[config.mk]
export PLATFORM = sky130hd
export DESIGN_NAME = fp_sqrt_iter
export DESIGN_NICKNAME = d
export VERILOG_FILES = /design/src/rtl/fp_sqrt_pkg.sv /design/src/rtl/isqrt_serial.sv /design/src/rtl/fp_sqrt_iter.sv
export SDC_FILE = /design/constraint.sdc
export NUM_CORES = 1
export LEC_CHECK = 0
export CAP_MARGIN = 20
export CORE_AREA = 2 2 133 135
export CTS_CLUSTER_SIZE = 25
export DETAILED_ROUTE_END_ITERATION = 6
export DIE_AREA = 0 0 135 137
export DONT_BUFFER_PORTS = 1
export GPL_TIMING_DRIVEN = 0
export PLACE_DENSITY = 0.65
export SETUP_SLACK_MARGIN = 0.05
export SLEW_MARGIN = 20
export SYNTH_ARGS = -nofsm -noshare
export SYNTH_HDL_FRONTEND = slang
export SYNTH_SLANG_ARGS = --single-unit
[constraint.sdc]
create_clock -name clk -period 5.9 [get_ports clk]
set_input_delay 0.59 -clock clk [delete_from_list [all_inputs] [get_ports clk]]
set_output_delay 0.59 -clock clk [all_outputs]
set_load 0.02 [all_outputs]
[src/rtl/fp_sqrt_pkg.sv]
// Shared types and constant helpers for the floating-point square-root block.
// Helpers return a wide word; callers cast down to their own format width.
package fp_sqrt_pkg;

   localparam int unsigned MAX_W = 64;

   typedef enum logic [1:0] {
      IDLE = 2'd0,
      CALC = 2'd1,
      DONE = 2'd2
   } state_t;

   typedef enum logic [1:0] {
      CLS_NORM = 2'd0,
      CLS_ZERO = 2'd1,
      CLS_NAN  = 2'd2,
      CLS_INF  = 2'd3
   } op_class_t;

   function automatic logic [MAX_W-1:0] bias(input int unsigned exp_w);
      return (MAX_W'(1) << (exp_w - 1)) - MAX_W'(1);
   endfunction

   function automatic logic [MAX_W-1:0] pinf(input int unsigned exp_w, input int unsigned man_w);
      return ((MAX_W'(1) << exp_w) - MAX_W'(1)) << man_w;
   endfunction

   // Canonical quiet NaN: positive, all-ones exponent, fraction MSB set.
   function automatic logic [MAX_W-1:0] qnan(input int unsigned exp_w, input int unsigned man_w);
      return pinf(exp_w, man_w) | (MAX_W'(1) << (man_w - 1));
   endfunction

endpackage

[src/rtl/isqrt_serial.sv]
// Serial restoring integer square root: one root bit per cycle, MSB first.
// The first step is taken on the start edge, so the root is complete W cycles later.
module isqrt_serial #(
   parameter int unsigned W = 24
) (
   input  logic           clk,
   input  logic           arst,
   input  logic           start,
   input  logic [2*W-1:0] n,
   output logic           busy,
   output logic           done,
   output logic [W-1:0]   root
);

   localparam int unsigned RMW   = W + 2;
   localparam int unsigned CNT_W = $clog2(W + 1);

   logic [RMW-1:0]   rem_q;
   logic [RMW-1:0]   rem_src;
   logic [RMW-1:0]   acc;
   logic [RMW-1:0]   trial;
   logic [RMW-1:0]   rem_nx;
   logic [W-1:0]     root_src;
   logic [W-1:0]     root_nx;
   logic [2*W-1:0]   nsh_q;
   logic [1:0]       pair;
   logic [CNT_W-1:0] cnt_q;
   logic             ge;

   // One restoring step: bring down two radicand bits, try subtracting {root,01}.
   always_comb begin
      rem_src  = start ? '0 : rem_q;
      root_src = start ? '0 : root;
      pair     = start ? n[2*W-1 -: 2] : nsh_q[2*W-1 -: 2];
      acc      = (rem_src << 2) | RMW'(pair);
      trial    = {root_src, 2'b01};
      ge       = (acc >= trial);
      rem_nx   = ge ? (acc - trial) : acc;
      root_nx  = {root_src[W-2:0], ge};
   end

   always_ff @(posedge clk or posedge arst) begin
      if (arst) begin
         rem_q <= '0;
         root  <= '0;
         nsh_q <= '0;
         cnt_q <= '0;
         busy  <= 1'b0;
         done  <= 1'b0;
      end else if (start) begin
         rem_q <= rem_nx;
         root  <= root_nx;
         nsh_q <= n << 2;
         cnt_q <= CNT_W'(1);
         busy  <= 1'b1;
         done  <= 1'b0;
      end else if (busy) begin
         rem_q <= rem_nx;
         root  <= root_nx;
         nsh_q <= nsh_q << 2;
         cnt_q <= cnt_q + CNT_W'(1);
         if (cnt_q == CNT_W'(W - 1)) begin
            busy <= 1'b0;
            done <= 1'b1;
         end
      end
   end

endmodule

[src/rtl/fp_sqrt_iter.sv]
// Floating-point square root with valid/ready handshakes: exact serial root
// (truncated) or single-cycle bit-trick estimate, selected by APPROX.
module fp_sqrt_iter
   import fp_sqrt_pkg::*;
#(
   parameter int unsigned EXP_W  = 8,
   parameter int unsigned MAN_W  = 23,
   parameter int unsigned APPROX = 0
) (
   input  logic                     clk,
   input  logic                     arst,
   input  logic [EXP_W+MAN_W:0]     in_data,
   input  logic                     in_valid,
   output logic                     in_ready,
   output logic [EXP_W+MAN_W:0]     out_data,
   output logic                     out_valid,
   input  logic                     out_ready
);

   localparam int unsigned DW = 1 + EXP_W + MAN_W;
   localparam int unsigned RW = MAN_W + 1;
   localparam int unsigned NW = 2 * RW;
   localparam int unsigned SW = EXP_W + 2;

   localparam logic [EXP_W-1:0] BIAS  = EXP_W'(bias(EXP_W));
   localparam logic [DW-1:0]    QNAN  = DW'(qnan(EXP_W, MAN_W));
   localparam logic [DW-1:0]    PINF  = DW'(pinf(EXP_W, MAN_W));
   localparam logic [DW-1:0]    BWORD = DW'({BIAS, {MAN_W{1'b0}}});

   state_t             state_q, state_d;
   op_class_t          cls;
   logic               op_sign;
   logic [EXP_W-1:0]   op_exp;
   logic [MAN_W-1:0]   op_frac;
   logic [DW-1:0]      special_res;
   logic [DW-1:0]      t_diff;
   logic [DW-1:0]      approx_res;
   logic signed [SW-1:0] e_unb;
   logic signed [SW-1:0] e_half;
   logic               odd;
   logic [EXP_W-1:0]   res_exp;
   logic [NW-1:0]      radicand;
   logic [EXP_W-1:0]   exp_q, exp_d;
   logic [DW-1:0]      out_data_d;
   logic               start;
   logic               calc_busy;
   logic               calc_done;
   logic [RW-1:0]      root;
   logic               root_hidden_unused;
   logic [MAN_W-1:0]   root_frac;

   assign {op_sign, op_exp, op_frac} = in_data;
   assign {root_hidden_unused, root_frac} = root;

   // Operand classification, first match wins; denormals flush to signed zero.
   always_comb begin
      cls         = CLS_NORM;
      special_res = '0;
      if (op_exp == '0) begin
         cls         = CLS_ZERO;
         special_res = {op_sign, (DW-1)'(0)};
      end else if ((&op_exp) && (|op_frac)) begin
         cls         = CLS_NAN;
         special_res = QNAN;
      end else if (op_sign) begin
         cls         = CLS_NAN;
         special_res = QNAN;
      end else if (&op_exp) begin
         cls         = CLS_INF;
         special_res = PINF;
      end
   end

   // Halved exponent and radicand alignment; an odd exponent moves one bit into the root.
   always_comb begin
      e_unb    = $signed({2'b00, op_exp}) - $signed(SW'(BIAS));
      odd      = e_unb[0];
      e_half   = (e_unb - $signed(SW'(odd))) >>> 1;
      res_exp  = EXP_W'(e_half + $signed(SW'(BIAS)));
      radicand = odd ? (NW'({1'b1, op_frac}) << (MAN_W + 1))
                     : (NW'({1'b1, op_frac}) << MAN_W);
   end

   always_comb begin
      t_diff     = in_data - BWORD;
      approx_res = {t_diff[DW-1], t_diff[DW-1:1]} + BWORD;
   end

   isqrt_serial #(
      .W (RW)
   ) u_isqrt (
      .clk   (clk),
      .arst  (arst),
      .start (start),
      .n     (radicand),
      .busy  (calc_busy),
      .done  (calc_done),
      .root  (root)
   );

   always_comb begin
      state_d    = state_q;
      out_data_d = out_data;
      exp_d      = exp_q;
      start      = 1'b0;
      unique case (state_q)
         IDLE: begin
            if (in_valid && in_ready) begin
               if (cls != CLS_NORM) begin
                  out_data_d = special_res;
                  state_d    = DONE;
               end else if (APPROX != 0) begin
                  out_data_d = approx_res;
                  state_d    = DONE;
               end else begin
                  start   = 1'b1;
                  exp_d   = res_exp;
                  state_d = CALC;
               end
            end
         end
         CALC: begin
            if (calc_done && !calc_busy) begin
               out_data_d = {1'b0, exp_q, root_frac};
               state_d    = DONE;
            end
         end
         DONE: begin
            if (out_ready) state_d = IDLE;
         end
         default: state_d = IDLE;
      endcase
   end

   always_ff @(posedge clk or posedge arst) begin
      if (arst) begin
         state_q   <= IDLE;
         in_ready  <= 1'b1;
         out_valid <= 1'b0;
         out_data  <= '0;
         exp_q     <= '0;
      end else begin
         state_q   <= state_d;
         in_ready  <= (state_d == IDLE);
         out_valid <= (state_d == DONE);
         out_data  <= out_data_d;
         exp_q     <= exp_d;
      end
   end

endmodule

==> results.ini, run 1 <==
[finish]
finalNetCount = 959
drive_gt1_share_pct = 7.94
fill_cells = 1626
multiInputGateArea_um2 = 4230
syn_to_final_growth_pct = 12.9
area.sequential_um2 = 3050
antennaDiodeCount = 0

[drt]
drc = 0
routed_wl_mm = 21.8
first_pass_iters = 5
vias = 6750
first_iter_violations = 570
final_antenna_net_count = 0
wl_per_cell_um = 19.3
vias_per_cell = 5.96

[worst_setup_path]
cp_cell_sequence = clkbuf_2 -> buf_2 -> inv_1 -> ha_1 -> nor4b_4 -> a21oi_2 -> nand2_1 -> clkbuf_2 -> buf_2 -> clkbuf_2 -> nand2_1 -> ha_1 -> nor2b_1 -> o31a_1 -> o22ai_2 -> o311a_2 -> o211ai_4 -> o21a_2 -> buf_2 -> a22oi_1 -> a21oi_1
path_max_fanout = 10
crit_arrival_ns = 5.91
end_kind = flip-flop
start_kind = primary input
critPathRequiredTime_ns = 6.25
path_class = in2reg
cp_slowest_cell = o311a_2
slowest_delay_ns = 0.43
r2r_slack_ns = 0.71

[floorplan]
io_pins = 70
start_util_pct = 44.5
num_rows = 48
die_w_um = 135
dieArea_um2 = 18500
core-area_um2 = 17100
die_y_um = 137

[timing]
final-setup-viol-count = 0
fin_crit_sh_pct = 94.2
fin_skew_ns = 0.00760
hold_violations = 0
timing.final.ws_setup_ns = 0.345
rsz0062_at_grt = true
slew_viol_final = 0
worst_pin_slew_ns = 1.10
relSlewSlack_pct = 26.5
min_period_ns = 5.55
fmax_mhz = 180

[place]
hpwlAfterDp_mm = 15.7
dp_worst_setup_slack_ns = -0.967
portBuffers = 0
gp_congestion = 0.925

[yosys]
postSynthAreaPerCell_um2 = 8.68
synth_area_leaders = dfrtp_1 40%, nand2_1 6.2%, o21ai_0 5.1%
ys_ff_latch = 122
yosys.area.top_type = dfrtp_1
post_synth_instance_area_um2 = 7580
synthCells = 874
ys_warn_count = 0
synth_cell_type_count = 67
yosysMostFrequentCell = nand2_1
synthTopCellsByCount = 125 x nand2_1, 121 x dfrtp_1, 77 x o21ai_0
synth_seq_area_share_pct = 40.3
synthArstFlopShare_pct = 100
synth-main-ff-cell = dfrtp_1
synth_edf_count = 0
synth_nets = 939
synth_top_area_share_pct = 39.9

[status]
status = complete, no violations

[clock_tree]
cts_made_buffers = 17
cts_buffer_depth = 2
clock_sinks = 122
clock_latency_ns = 0.44
htreeDepth = 4
root_buffer = clkbuf_16
clk_pin_slew_worst_paths_ns = 0.06
postCtsSetupRepairBufs = 0
cts_tree = built

[global_routing]
grt_use_total_pct = 24.1
grt_pass1_wl_mm = 34.5
antenna_found_initial = 0
grt_pass1_vias = 6495
gr-total-overflow = 0
grt_start_max_net_pins = 73

[flow_run]
cap_violations = 0

[min_path]
hold_class = in2async

==> layout make-up <==
type | count | share of cell area [%]
Timing Repair Buffer | 1 | 0.322
Inverter | 16 | 0.760
Tap cell | 225 | 3.29
Clock inverter | 13 | 2.22
Multi-Input combinational cell | 677 | 49.5
Buffer | 59 | 2.97
Sequential cell | 122 | 35.7
Clock buffer | 19 | 5.29
==> final timing paths <==
| check | startpoint | to | depth (start not counted) |
|---|---|---|---|
| worst max-delay path | in_data[23] | u_isqrt.rem_q[7]$_DFFE_PP0P_ | 21 |
| worst min-delay path | arst | exp_q[5]$_DFFE_PP0P_ | 1 |
| worst max register to register | in_ready$_DFF_PP1_ | u_isqrt.rem_q[7]$_DFFE_PP0P_ | 17 |
| worst min register to register | exp_q[4]$_DFFE_PP0P_ | exp_q[4]$_DFFE_PP0P_ | 2 |
| max in group asynchronous | arst | u_isqrt.rem_q[18]$_DFFE_PP0P_ | 2 |
| min in group clk | in_data[0] | u_isqrt.nsh_q[25]$_DFFE_PP0P_ | 2 |
==> through the flow <==
step           cells  cell area (um^2)  TNS (ns)  utilization (%)  hold slack, ns
5_1_grt         1132              8560         0             50.2           0.156
3_5_place_dp    1100              7900    -21.84             46.3           0.473
4_1_cts         1132              8550         0             50.1           0.144
3_3_place_gp    1099              7860    -22.44             46.1           0.465
2_1_floorplan    874              7580         0                -           0.450
6_report        1132              8560         0             50.2           0.106
==> state kept, by name, indices dropped and copies added, names as in the netlist <==
name           cells
u_isqrt.busy       1
u_isqrt.rem_q     24
u_isqrt.root      24
u_isqrt.cnt_q      5
in_ready           1
exp_q              8
out_data          32
out_valid          1
u_isqrt.nsh_q     23
state_q            2
u_isqrt.done       1
==> placed cells by master (no fill, tap or decap), types with 4 or more instances in the layout <==
cell type,n
o211ai_1,8
o31ai_1,9
o21ai_0,77
a21oi_1,70
a31oi_1,12
a21o_1,13
and3_1,8
nand2_1,125
nor4_1,8
dfrtp_1,121
nand4_1,6
nor3_1,9
ha_1,29
mux2i_1,26
clkbuf_16,17
xnor2_1,23
nand3_1,42
nor2_1,43
clkbuf_2,7
buf_1,11
o22ai_1,4
nor2b_1,29
a211oi_1,25
o21ai_1,8
buf_2,4
bufinv_16,4
clkinvlp_4,4
a22oi_1,8
clkbuf_1,34
xor2_1,12
o21a_1,5
and2_1,25
inv_1,15
==> critical path, delay by kind of cell <==
| family | cells | cell delay (ns) |
|---|---|---|
| buffers and inverters | 7 | 1.88 |
| AND/OR/NAND/NOR | 4 | 0.90 |
| adder cells (fa/ha/maj) | 2 | 0.52 |
| AO/OA/AOI/OAI | 8 | 2.02 |
==> kinds of logic after synthesis <==
kind of cell / Yosys count / share of synthesized area, %
and+or+nand+nor: 314 / 20.4
AOI/OAI and AO/OA: 270 / 22.6
DFF: 122 / 40.3
buffers and inverters: 75 / 3.99
xor gates and xnor gates: 35 / 4.04
muxes: 29 / 3.88
adders and majority gates: 29 / 4.79
==> repair_timing <==
item	4_1_cts	5_1_grt
resized for setup	7	6
cloned	0	0
hold buffers	0	0
endpoints found under the setup margin	25	25
==> routing by layer <==
metal	GRT usage [%]	part of all wire, %	vias up	routed length, um
met5	0	0	-	0
met3	4.74	5.8	49	1260
met4	10.5	2.8	0	604
met2	39.1	47	228	10200
met1	31.5	44	3293	9680
li1	-	-	3180	-
Power of run 1 is not shown: default switching activity piles up to over one toggle a cycle in this logic, so the estimate is an artifact.
==> inputs of run 2 (changes only) <==
Settings changed: CORE_AREA 2 2 133 135 to 3 3 134 136, CTS_CLUSTER_SIZE 25 to not set, DIE_AREA 0 0 135 137 to 0 0 137 139.
==> run 2 against run 1 <==
  * Sequential cell count did not move
  * Global-route usage decreased by 0.56 points
  * Maximum frequency is 1.6% lower
  * Critical endpoint unchanged
==> results.ini, run 2 (same netlist as run 1, synthesis figures left out) <==
[status]
status = complete, no violations

[global_routing]
grt_pass1_wl_mm = 35.1  ; +1.9%
use_met3_pct = 5.19  ; +0.45 points
grt_use_total_pct = 23.6  ; -0.56 points
grt_pass1_vias = 6473  ; -0.34%
gr-total-overflow = 0  ; unchanged
gr-usage-met1_pct = 31.8  ; +0.26 points
antenna_found_initial = 0  ; unchanged
grt_start_max_net_pins = 73  ; unchanged
grt_util_met2_pct = 36.7  ; -2.3 points
gr-max-usage-layer = met2

[worst_setup_path]
end_kind = flip-flop
crit_arrival_ns = 5.99  ; +0.08 ns
r2r_slack_ns = 0.65  ; -0.06 ns
critPathRequiredTime_ns = 6.25  ; about the same
path_max_fanout = 10  ; unchanged
path_class = in2reg
start_kind = primary input

[finish]
largest-register = out_data
finalNetCount = 960  ; +0.10%
reg_top3 = out_data (32), u_isqrt.rem_q (24), u_isqrt.root (24)
drive_gt1_share_pct = 8.04  ; +0.10 points
layout_common_cells = 125 x nand2_1, 121 x dfrtp_1, 77 x o21ai_0, 70 x a21oi_1, 43 x nor2_1
fin_cells = 1133  ; +0.088%
syn_to_final_growth_pct = 12.3
final_core_util_pct = 49.9  ; -0.23 points
largest_reg_flops = 32  ; unchanged
antennaDiodeCount = 0  ; unchanged
layout_commonest_cell = nand2_1

[clock_tree]
clock_latency_ns = 0.42  ; -0.02 ns
clock_sinks = 122  ; unchanged
postCtsHoldBufs = 0  ; unchanged
root_buffer = clkbuf_16
cts_tree = built
cts_buffer_depth = 2  ; unchanged
htreeDepth = 4  ; unchanged
clk_pin_slew_worst_paths_ns = 0.06  ; about the same
cts_made_buffers = 17  ; unchanged

[drt]
routed_wl_mm = 22.0  ; +1.2%
first_iter_violations = 654  ; +15%
wl_per_cell_um = 19.5  ; +1.1%
first_pass_iters = 7  ; +2
vias = 6694  ; -0.83%
final_antenna_net_count = 0  ; unchanged
drc = 0  ; unchanged
vias_per_cell = 5.91  ; -0.92%

[floorplan]
start_util_pct = 44.5  ; unchanged
num_rows = 48  ; unchanged
io_pins = 70  ; unchanged
die_y_um = 139  ; +1.5%
core-area_um2 = 17100  ; unchanged
dieArea_um2 = 19000  ; +3.0%
die_w_um = 137  ; +1.5%

[timing]
fin_skew_ns = 0.00638  ; -0.00123 ns
hold_violations = 0  ; unchanged
fmax_mhz = 177  ; -1.6%
relSlewSlack_pct = 45.1  ; +19 points
setup_tns_ns = 0  ; unchanged
worst_pin_slew_ns = 0.823  ; -0.273 ns
slew_viol_final = 0  ; unchanged
final-setup-viol-count = 0  ; unchanged
fin_crit_sh_pct = 95.7  ; +1.6 points
min_period_ns = 5.65  ; +0.0921 ns
rsz0062_at_grt = false

[place]
hpwlAfterDp_mm = 15.7  ; +0.36%
place_inst = 1100  ; unchanged
portBuffers = 0  ; unchanged
gp_congestion = 0.929  ; +0.38%

[min_path]
hold_class = in2async

[flow_run]
cap_violations = 0  ; unchanged

[run 2: cell types whose count changed in the layout (fill, tap and decap cells not counted), sizes merged]
cell      change
bufinv        -2
inv           +4
clkinvlp      -2
clkinv        +1
buf           +1
clkbuf        -1
[run 2: final cells by class]
class / count / area [um^2]
Clock buffer: 18 / 429
Fill cell: 1616 / 8540
Timing Repair Buffer: 2 / 35.0
Tap cell: 225 / 282
Clock inverter: 14 / 161
Buffer: 59 / 254
Multi-Input combinational cell: 677 / 4240
Sequential cell: 122 / 3050
Inverter: 16 / 65.1
[run 2: what timing repair did]
item                       in CTS  in global routing
pin swaps                       0                  0
setup buffers                   0                  1
gates resized for setup         7                  6
setup endpoints to repair      25                 25
[run 2: per-layer routing]
metal / vias to the layer above / part of all wire, %
li1: 3189 / -
met1: 3200 / 43
met2: 251 / 46
met3: 54 / 7.9
met4: 0 / 3.0
met5: - / 0
[run 2: metrics by stage]
| stage | worst slack [ns] | instance area, um^2 | hold slack (ns) |
|---|---|---|---|
| finish | 0.253 | 8520 | 0.0987 |
| global route | 0.0207 | 8520 | 0.161 |
| CTS | 0.0855 | 8500 | 0.146 |
| detailed placement | -0.889 | 7900 | 0.471 |
| global placement | -0.925 | 7860 | 0.465 |
| floorplan | 0.760 | 7580 | 0.450 |
[run 2: final timing paths]
path | start | to | cells past startpoint
setup / recovery | in_data[23] | u_isqrt.rem_q[7]$_DFFE_PP0P_ | 21
hold / removal | arst | exp_q[5]$_DFFE_PP0P_ | 1
setup reg to reg | in_ready$_DFF_PP1_ | u_isqrt.rem_q[7]$_DFFE_PP0P_ | 17
hold reg to reg | exp_q[4]$_DFFE_PP0P_ | exp_q[4]$_DFFE_PP0P_ | 2
max in group asynchronous | arst | u_isqrt.rem_q[17]$_DFFE_PP0P_ | 2
min in group clk | in_data[31] | out_data[31]$_DFFE_PP0P_ | 2
[run 2: critical path: stages]
cell      delay [ns]
clkbuf_2        0.26
buf_2           0.34
inv_1           0.08
ha_1            0.20
nor4b_4         0.15
a21oi_2         0.30
nand2_1         0.17
clkbuf_2        0.25
clkbuf_2        0.27
buf_1           0.35
and2_1          0.27
ha_1            0.40
o21a_1          0.15
o31a_1          0.23
o22ai_2         0.17
o311a_2         0.45
o211ai_4        0.31
o21a_2          0.30
buf_2           0.35
a22oi_1         0.19
a21oi_1         0.18
Power of run 2 is left out for the same reason.
